[src/rtl/muldiv_pkg.sv]
`default_nettype none
// ============================================================================
// Module      : muldiv_pkg
// Description : Shared types and op-classification helpers for the HI/LO unit.
// Revision    : 1.0 - initial release
// ============================================================================
package muldiv_pkg;

  typedef enum logic [3:0] {
    MULT  = 4'd0,
    MULTU = 4'd1,
    DIV   = 4'd2,
    DIVU  = 4'd3,
    MADD  = 4'd4,
    MADDU = 4'd5,
    MSUB  = 4'd6,
    MSUBU = 4'd7,
    MTHI  = 4'd8,
    MTLO  = 4'd9
  } muldiv_op_t;

  typedef enum logic [1:0] {
    ST_IDLE = 2'd0,
    ST_MUL  = 2'd1,
    ST_DIV  = 2'd2,
    ST_FIX  = 2'd3
  } state_t;

  function automatic logic is_acc_op(input muldiv_op_t o);
    return (o == MADD) || (o == MADDU) || (o == MSUB) || (o == MSUBU);
  endfunction

  function automatic logic is_mul_op(input muldiv_op_t o);
    return (o == MULT) || (o == MULTU) || is_acc_op(o);
  endfunction

  function automatic logic is_div_op(input muldiv_op_t o);
    return (o == DIV) || (o == DIVU);
  endfunction

  function automatic logic is_signed_op(input muldiv_op_t o);
    return (o == MULT) || (o == DIV) || (o == MADD) || (o == MSUB);
  endfunction

endpackage
`default_nettype wire

[src/rtl/div_step_unit.sv]
`default_nettype none
// ============================================================================
// Module      : div_step_unit
// Description : One combinational restoring shift-subtract divide step.
// Revision    : 1.0 - initial release
// ============================================================================
module div_step_unit (
  input  logic [31:0] i_rem,
  input  logic [31:0] i_quo,
  input  logic [31:0] i_dvs,
  output logic [31:0] o_rem,
  output logic [31:0] o_quo
);

  logic [32:0] w_shift;
  logic        w_ge;

  assign w_shift = {i_rem, i_quo[31]};
  assign w_ge    = (w_shift >= {1'b0, i_dvs});
  // When the subtract is taken the result is below the divisor, so 32 bits hold it.
  assign o_rem   = w_ge ? (w_shift[31:0] - i_dvs) : w_shift[31:0];
  assign o_quo   = {i_quo[30:0], w_ge};

endmodule
`default_nettype wire

[src/rtl/muldiv_sequencer.sv]
`default_nettype none
// ============================================================================
// Module      : muldiv_sequencer
// Description : HI/LO unit controller: pipelined multiply, iterative divide,
//               MTHI/MTLO, stall generation. MULDIV_ACCUMULATE_EN enables
//               MADD/MADDU/MSUB/MSUBU; otherwise those ops raise ill.
// Revision    : 1.0 - initial release
// ============================================================================
module muldiv_sequencer
  import muldiv_pkg::*;
#(
  parameter int MUL_LATENCY = 3,
  parameter int DIV_ITER    = 32
) (
  input  logic        clk,
  input  logic        rst_n,
  input  logic        start,
  input  muldiv_op_t  op,
  input  logic [31:0] rs_val,
  input  logic [31:0] rt_val,
  input  logic        read_req,
  input  logic        cancel,
  output logic        busy,
  output logic        stall,
  output logic        done,
  output logic        ill,
  output logic [31:0] hi,
  output logic [31:0] lo
);

  localparam int CNT_W = 6;

  state_t             r_state;
  logic               r_busy;
  logic [CNT_W-1:0]   r_cnt;
  muldiv_op_t         r_op;
  logic [31:0]        r_a, r_b, r_hi, r_lo;
  logic [31:0]        r_rem, r_quo, r_dvs;
  logic               r_neg_q, r_neg_r;

  logic               w_ill, w_accept, w_mul_last;
  logic               w_rs_neg, w_rt_neg;
  logic [31:0]        w_rs_mag, w_rt_mag, w_rem_nx, w_quo_nx;
  logic [63:0]        w_ext_a, w_ext_b, w_prod, w_prod_q, w_mul_res;

`ifdef MULDIV_ACCUMULATE_EN
  assign w_ill = 1'b0;
`else
  assign w_ill = start & is_acc_op(op);
`endif

  assign w_accept   = start & ~r_busy & ~cancel & ~w_ill;
  assign w_mul_last = (r_state == ST_MUL) && (r_cnt == CNT_W'(1));

  assign busy  = r_busy;
  assign ill   = w_ill;
  assign stall = r_busy & ((start & ~w_ill) | read_req);
  assign done  = (w_mul_last | (r_state == ST_FIX)) & ~cancel;
  assign hi    = r_hi;
  assign lo    = r_lo;

  assign w_ext_a = is_signed_op(r_op) ? {{32{r_a[31]}}, r_a} : {32'd0, r_a};
  assign w_ext_b = is_signed_op(r_op) ? {{32{r_b[31]}}, r_b} : {32'd0, r_b};
  assign w_prod  = w_ext_a * w_ext_b;

  // Operands stay stable through MUL, so the chain just models multiplier depth.
  generate
    if (MUL_LATENCY > 1) begin : g_mul_pipe
      logic [MUL_LATENCY-2:0][63:0] r_pipe;
      always_ff @(posedge clk or negedge rst_n) begin
        if (!rst_n) begin
          r_pipe <= '0;
        end else begin
          r_pipe[0] <= w_prod;
          for (int i = 1; i < MUL_LATENCY - 1; i++) r_pipe[i] <= r_pipe[i-1];
        end
      end
      assign w_prod_q = r_pipe[MUL_LATENCY-2];
    end else begin : g_mul_comb
      assign w_prod_q = w_prod;
    end
  endgenerate

`ifdef MULDIV_ACCUMULATE_EN
  always_comb begin
    w_mul_res = w_prod_q;
    if (r_op == MADD || r_op == MADDU) w_mul_res = {r_hi, r_lo} + w_prod_q;
    else if (r_op == MSUB || r_op == MSUBU) w_mul_res = {r_hi, r_lo} - w_prod_q;
  end
`else
  assign w_mul_res = w_prod_q;
`endif

  assign w_rs_neg = is_signed_op(op) & rs_val[31];
  assign w_rt_neg = is_signed_op(op) & rt_val[31];
  assign w_rs_mag = w_rs_neg ? (32'd0 - rs_val) : rs_val;
  assign w_rt_mag = w_rt_neg ? (32'd0 - rt_val) : rt_val;

  div_step_unit u_step (
    .i_rem (r_rem),
    .i_quo (r_quo),
    .i_dvs (r_dvs),
    .o_rem (w_rem_nx),
    .o_quo (w_quo_nx)
  );

  always_ff @(posedge clk or negedge rst_n) begin
    if (!rst_n) begin
      r_state <= ST_IDLE;
      r_busy  <= 1'b0;
      r_cnt   <= '0;
      r_op    <= MULT;
      r_a     <= '0;
      r_b     <= '0;
      r_hi    <= '0;
      r_lo    <= '0;
      r_rem   <= '0;
      r_quo   <= '0;
      r_dvs   <= '0;
      r_neg_q <= 1'b0;
      r_neg_r <= 1'b0;
    end else if (cancel && r_busy) begin
      r_state <= ST_IDLE;
      r_busy  <= 1'b0;
      r_cnt   <= '0;
    end else begin
      unique case (r_state)
        ST_IDLE: begin
          if (w_accept) begin
            if (is_mul_op(op)) begin
              r_op    <= op;
              r_a     <= rs_val;
              r_b     <= rt_val;
              r_cnt   <= CNT_W'(MUL_LATENCY);
              r_state <= ST_MUL;
              r_busy  <= 1'b1;
            end else if (is_div_op(op)) begin
              r_op    <= op;
              r_quo   <= w_rs_mag;
              r_dvs   <= w_rt_mag;
              r_rem   <= '0;
              r_neg_q <= w_rs_neg ^ w_rt_neg;
              r_neg_r <= w_rs_neg;
              r_cnt   <= CNT_W'(DIV_ITER);
              r_state <= ST_DIV;
              r_busy  <= 1'b1;
            end else if (op == MTHI) begin
              r_hi <= rs_val;
            end else if (op == MTLO) begin
              r_lo <= rs_val;
            end
          end
        end
        ST_MUL: begin
          if (r_cnt == CNT_W'(1)) begin
            {r_hi, r_lo} <= w_mul_res;
            r_state      <= ST_IDLE;
            r_busy       <= 1'b0;
          end
          r_cnt <= r_cnt - 1'b1;
        end
        ST_DIV: begin
          r_rem <= w_rem_nx;
          r_quo <= w_quo_nx;
          r_cnt <= r_cnt - 1'b1;
          if (r_cnt == CNT_W'(1)) r_state <= ST_FIX;
        end
        ST_FIX: begin
          r_lo    <= r_neg_q ? (32'd0 - r_quo) : r_quo;
          r_hi    <= r_neg_r ? (32'd0 - r_rem) : r_rem;
          r_state <= ST_IDLE;
          r_busy  <= 1'b0;
        end
        default: r_state <= ST_IDLE;
      endcase
    end
  end

endmodule
`default_nettype wire

[config.mk]
export PLATFORM = sky130hd
export DESIGN_NAME = muldiv_sequencer
export DESIGN_NICKNAME = d
export VERILOG_FILES = /design/src/rtl/muldiv_pkg.sv /design/src/rtl/div_step_unit.sv /design/src/rtl/muldiv_sequencer.sv
export SDC_FILE = /design/constraint.sdc
export NUM_CORES = 2
export LEC_CHECK = 0
export ABC_AREA = 0
export CORE_ASPECT_RATIO = 0.9
export CORE_MARGIN = 5
export CORE_UTILIZATION = 60
export CTS_BUF_LIST = sky130_fd_sc_hd__clkbuf_4 sky130_fd_sc_hd__clkbuf_8 sky130_fd_sc_hd__clkbuf_16
export CTS_CLUSTER_DIAMETER = 50
export DETAILED_ROUTE_END_ITERATION = 16
export PLACE_DENSITY = 0.78
export SETUP_SLACK_MARGIN = 0.1
export SLEW_MARGIN = 20
export SYNTH_ARGS = -nofsm -noshare
export SYNTH_HDL_FRONTEND = slang
export SYNTH_HIERARCHICAL = 1
export SYNTH_SLANG_ARGS = --single-unit
export TNS_END_PERCENT = 50
[constraint.sdc]
create_clock -name clk -period 9.55 [get_ports clk]
set_input_delay 1.91 -clock clk [delete_from_list [all_inputs] [get_ports clk]]
set_output_delay 1.91 -clock clk [all_outputs]
set_load 0.02 [all_outputs]
=== After elaboration in Yosys (flattened, before gate mapping) ===
Cells that the tools add are included.
Widths: inputs -> output; s select.

* $add $sub $neg: 6
* Multiply operators: 1
* Divide/modulo/power cells: 0
* $lt $le $gt $ge: 1
* Eq/ne operators: 28
* Shifts and indexed selects: 0
* Mux-type cells: 48
* Bitwise gates (word level): 17
* Reduce and logical (&&, ||, !) cells: 32

{| class="wikitable"
|+ Operator list
! operator !! count
|-
| $mux 32 || 22
|-
| $pmux 32 s3 || 2
|-
| $mux 64 || 2
|-
| $pmux 32 s2 || 2
|-
| $sub 1x32->32 const A || 4
|-
| $mul 64x64->64 || 1
|-
| $ge 33x32->1 || 1
|-
| $sub 32x32->32 || 1
|-
| $eq 4x3->1 const B || 6
|-
| $mux 6 || 4
|-
| $reduce_and 4->1 || 4
|-
| $ne 2x2->1 const B || 7
|-
| $eq 4x2->1 const B || 3
|-
| $logic_or 1x1->1 || 12
|-
| $mux 2 || 6
|-
| $pmux 6 s2 || 1
|-
| $reduce_and 5->1 || 2
|-
| $and 1x1->1 || 9
|-
| $eq 4x4->1 const B || 2
|-
| $logic_not 4->1 || 2
|-
| $mux 4 || 2
|-
| $pmux 2 s4 || 1
|-
| $reduce_and 8->1 || 1
|-
| $reduce_and 7->1 || 1
|-
| other kinds (21) || 35
|}

* Bits in registers: 367
* Latch bits: 0
* RAM bits: 0
* Bits in read-only memories: 0
* Bits of input ports: 73
* Output and inout port bits: 68
* Logic and storage cells: 148
* Memories kept: 0

=== Logic depth before layout (Yosys ltp) ===
* Depth in word-level cells: 10
* Gate-level depth with buffers: 38
* Mapped depth without buffers: 34

=== Hierarchy ===
The synthesis kept the hierarchy.

{| class="wikitable"
|+ Modules (own cells, without submodules)
! module !! instances !! cells each !! area each (µm²) !! sequential area each (µm²)
|-
| muldiv_sequencer || 1 || 6555 || 63457.1 || 9133.8
|-
| div_step_unit || 1 || 355 || 2571.2 || 0.0
|}

=== Least setup slack after synthesis ===
OpenSTA, ideal clock, no wires.

* Path type: register to register
* Start: register r_a[31]
* End: register g_mul_pipe.r_pipe[62] (netlist name)
* Library setup time: 0.139 ns
* Arrival: 9.143 ns
* Path slack: 0.268 ns
* Cell stages (with the launch flop): 33
* Path buffers: 2
* Period minus slack after synthesis: 9.282 ns
* Cells stage by stage: dfrtp_1 -> clkbuf_1 -> and2_1 -> clkbuf_1 -> nand2_1 -> inv_1 -> fa_1 -> inv_1 -> fa_1 -> inv_1 -> fa_1 -> inv_1 -> fa_1 -> inv_1 -> fa_1 -> fa_1 -> fa_1 -> fa_1 -> fa_1 -> inv_1 -> fa_1 -> inv_1 -> ha_1 -> a21o_1 -> a21o_1 -> a21o_1 -> a21oi_1 -> o21bai_1 -> a221oi_1 -> or2_2 -> o41ai_2 -> nor4bb_1 -> or4_1

* Cells in the longest elaborated chain, start to end: 2

{| class="wikitable"
|+ Ends and longest elaborated chain
! what !! RTL line !! source
|-
| start: declaration || muldiv_sequencer.sv:37 || <nowiki>logic [31:0] r_a, r_b, r_hi, r_lo;</nowiki>
|-
| start signal: assignment || muldiv_sequencer.sv:132 || <nowiki>r_a <= rs_val;</nowiki>
|-
| $mux 64 || muldiv_sequencer.sv:62 || <nowiki>assign w_ext_a = is_signed_op(r_op) ? {{32{r_a[31]}}, r_a} : {32'd0, r_a};</nowiki>
|-
| $mul 64x64->64 || muldiv_sequencer.sv:64 || <nowiki>assign w_prod = w_ext_a * w_ext_b;</nowiki>
|-
| net w_prod[62] || muldiv_sequencer.sv:44 || <nowiki>logic [63:0] w_ext_a, w_ext_b, w_prod, w_prod_q, w_mul_res;</nowiki>
|-
| end: declaration || muldiv_sequencer.sv:69 || <nowiki>logic [MUL_LATENCY-2:0][63:0] r_pipe;</nowiki>
|}

The timed path passes the listed nets, and every way through them passes these cells.
A chain may end at the register's enable or synchronous reset.

=== Final worst setup path ===
* Start: register r_a[2]
* End: register g_mul_pipe.r_pipe[62] (netlist name)

Same word-level chain as after synthesis.

==> results.py <==
metrics = {
    "route": {
        "wirelength_um": 201000,
        "drtIter0Drc": 4911,
        "routed_via_density": 5.76,
        "firstDrtPassIters": 6,
        "remaining_drc_errors": 0,
        "wl_per_cell_um": 23.9,
        "vias": 48600,
        "ant_nets": 0,
    },
    "grt": {
        "grt_use_total": 0.350,
        "antenna_found_initial": 6,
        "grt_max_degree": 150,
        "grt_pass1_vias": 51100,
        "grt_pass1_wl_um": 313000,
        "grt_overflow": 0,
    },
    "die": {
        "die_area_sq_um": 117000,
        "start_util": 0.604,
        "num_rows": 115,
        "io_pins": 141,
        "die_h_um": 325,
        "die_w_um": 360,
        "core_area_sq_um": 109000,
    },
    "worst_hold_path": {
        "hold_end": "w_mul_res[3]",
        "hold_depth": 0,
        "min_path_type": "register to register",
        "hp-start": "g_mul_pipe.r_pipe[3]",
    },
    "critical_path": {
        "cp-end-kind": "register",
        "slowest_stage": "dfrtp_1",
        "timing.rr.end": "g_mul_pipe.r_pipe[62]",
        "reg2reg_depth": 31,
        "critPathTopFamily": "adder cells",
        "startpoint_type": "register",
        "path_buf_inv": 8,
        "cp.required_ns": 10.03,
        "max_stage_delay_ns": 0.66,
        "crit_path_max_fanout": 11,
        "path_class": "register to register",
        "ff2ff_setup_slack_ns": 0.28,
        "crit_arrival_ns": 9.75,
        "cp.depth": 31,
        "cpMostUsedCell": "fa_1",
        "rr_startpoint": "r_a[2]",
    },
    "sta": {
        "relSlewSlack": 0.236,
        "report.final.slew_viol_count": 0,
        "hold_viol_final": 0,
        "max_slew.worst_pin.slew_ns": 1.15,
        "rsz0062_at_grt": "true",
        "finClkSkew_ns": 0.0283,
        "period_share": 0.970,
        "setup_viol": 0,
        "finalCriticalPeriod_ns": 9.27,
        "max_clock_freq_ghz": 0.108,
    },
    "cts": {
        "clock-root-buffer": "clkbuf_16",
        "h-tree-depth": 2,
        "cts_hold_buf": 0,
        "clkSlewWorstSetupHoldPaths_ns": 0.06,
        "clk_latency_ns": 0.62,
        "cts.sinks": 365,
        "cts_tree": "built",
        "cts_buffers": 50,
        "clockBufferDepth": 3,
    },
    "placement": {
        "dpl.cell_count": 8327,
        "gp_congestion": 1.01,
        "dpl.hpwl_um": 168000,
        "io_buffer_count": 140,
    },
    "yosys": {
        "synth-edff-count": 0,
        "synthMuxAreaShare": 0.0178,
        "syn_nets": 8755,
        "synth_top_family_by_area": "adder cells",
        "synthArstFlopShare": 1.00,
        "syn_inst": 6910,
        "ys_warn_count": 6,
        "syn_avg_cell_area_sq_um": 9.56,
        "ys_types": 80,
        "synth_compound_area_frac": 0.0703,
        "yosysSeqAreaShare": 0.138,
        "synthAdderAreaFrac": 0.497,
        "synthFlopType": "dfrtp_1",
        "yosys.area_share.simple": 0.129,
        "ys_seq_elements": 365,
        "netlist_area_sq_um": 66000,
        "synth_xor_area_frac": 0.0349,
    },
    "finish": {
        "fin_nets": 8771,
        "area_delta_synth_final_pct": 8.50,
        "drive_above_1_share": 0.0683,
        "final_cell_count_no_fill": 8433,
    },
    "flow_run": {
        "cap_violations": 0,
    },
    "run_status": {
        "status": "finished clean",
    },
}
[cells in the final DEF (no fill, tap or decap), types with 15 or more instances in the layout]
cell and n:
a21o_1 56, a21oi_1 199, a22o_1 60, a22oi_1 29, a31oi_1 47, and2_1 534, and3_1 38, buf_12 33
buf_4 173, clkbuf_16 51, clkdlybuf4s50_1 139, dfrtp_1 347, dfrtp_2 18, fa_1 1414, ha_1 350, inv_1 1551
mux2_2 86, nand2_1 781, nand2b_1 15, nand3_1 27, nand4_1 31, nor2_1 156, nor2b_1 17, nor3_1 34
o21ai_0 199, o21bai_1 17, o31ai_1 27, or3_1 26, xnor2_1 196, xor2_1 67
[cell families (layout without fill, tap and decap cells)]
kind of cell	after synthesis	after routing
mux	102	102
buf+inv	1936	1992
flops	365	365
fa+ha+maj	1773	1773
compound gates	734	734
other cells	0	5
simple gates	1737	1737
xor+xnor	263	263
[worst max-delay path by stage]
stage	startpoint	slack (ns)	endpoint
floorplan	r_a[31]	0.27	g_mul_pipe.r_pipe[62]
global placement	r_a[15]	0.05	g_mul_pipe.r_pipe[61]
detailed placement	r_a[14]	-0.01	g_mul_pipe.r_pipe[61]
CTS	r_op[0]	0.09	g_mul_pipe.r_pipe[57]
global route	r_a[25]	0.08	g_mul_pipe.r_pipe[61]
finish	r_a[2]	0.28	g_mul_pipe.r_pipe[62]
[sequential cells by signal, indices dropped and copies added (netlist names), 2 cells and up]
| name | cells |
|---|---|
| r_quo | 32 |
| r_op | 2 |
| r_rem | 32 |
| r_cnt | 6 |
| lo | 32 |
| g_mul_pipe.r_pipe | 64 |
| r_dvs | 32 |
| hi | 32 |
| w_mul_res | 64 |
| r_b | 32 |
| r_a | 32 |
| r_state | 2 |
[layout make-up]
cell class              count  area [sq um]
clock inverters            32           474
inverters                1553          5830
diodes                      5          12.5
clock buffers              60          1380
repair buffers            347          3380
well taps                1462          1830
multi-input cells        4609         49600
flip-flops and latches    365          9160
fillers                  8610         37700
[stage by stage]
step | util | hold WS (ns) | setup TNS [ns] | instance area (sq um) | worst slack [ns]
finish | 0.655 | 0.332 | 0 | 71600 | 0.284
global route | 0.655 | 0.344 | 0 | 71600 | 0.0786
CTS | 0.653 | 0.339 | 0 | 71400 | 0.0880
detailed placement | 0.636 | 0.335 | -0.0189 | 69600 | -0.0140
global placement | 0.636 | 0.331 | 0 | 69600 | 0.0548
floorplan | - | 0.331 | 0 | 66000 | 0.268
[metal layers]
metal / track usage / vias up / share of wire
met5: 0 / - / 0.00013
met4: 0.0821 / 4 / 0.027
met3: 0.149 / 364 / 0.15
met2: 0.493 / 2726 / 0.41
met1: 0.508 / 24700 / 0.41
li1: - / 20800 / -
[synth_stat cells, types with 10 or more instances]
master,number,area (sq um)
a21o_1,56,420
a21oi_1,200,1000
a221oi_1,14,123
a22o_1,60,526
a22oi_1,29,218
a31oi_1,47,294
and2_1,537,3360
and3_1,39,244
buf_1,10,37.5
buf_4,32,240
clkbuf_1,332,1250
dfrtp_1,365,9130
fa_1,1419,28400
ha_1,353,4420
inv_1,1552,5830
mux2_2,86,968
nand2_1,785,2950
nand2b_1,16,100
nand3_1,27,135
nand4_1,31,194
nor2_1,161,604
nor2b_1,17,106
nor3_1,35,175
o211ai_1,11,82.6
o21a_1,11,82.6
o21ai_0,199,996
o21bai_1,17,128
o31ai_1,27,203
o41ai_1,13,114
or2_2,10,62.6
or3_1,26,163
or4_1,11,82.6
xnor2_1,196,1720
xor2_1,67,587
[repair_timing]
action / CTS / global route
pin swaps: 0 / 6
gates resized for setup: 10 / 41
setup buffers: 0 / 9
endpoints found under the setup margin: 7 / 14
Power is left out: the tool's default activity adds up to more than one toggle a clock period on the data nets, which glitch-free logic cannot reach.
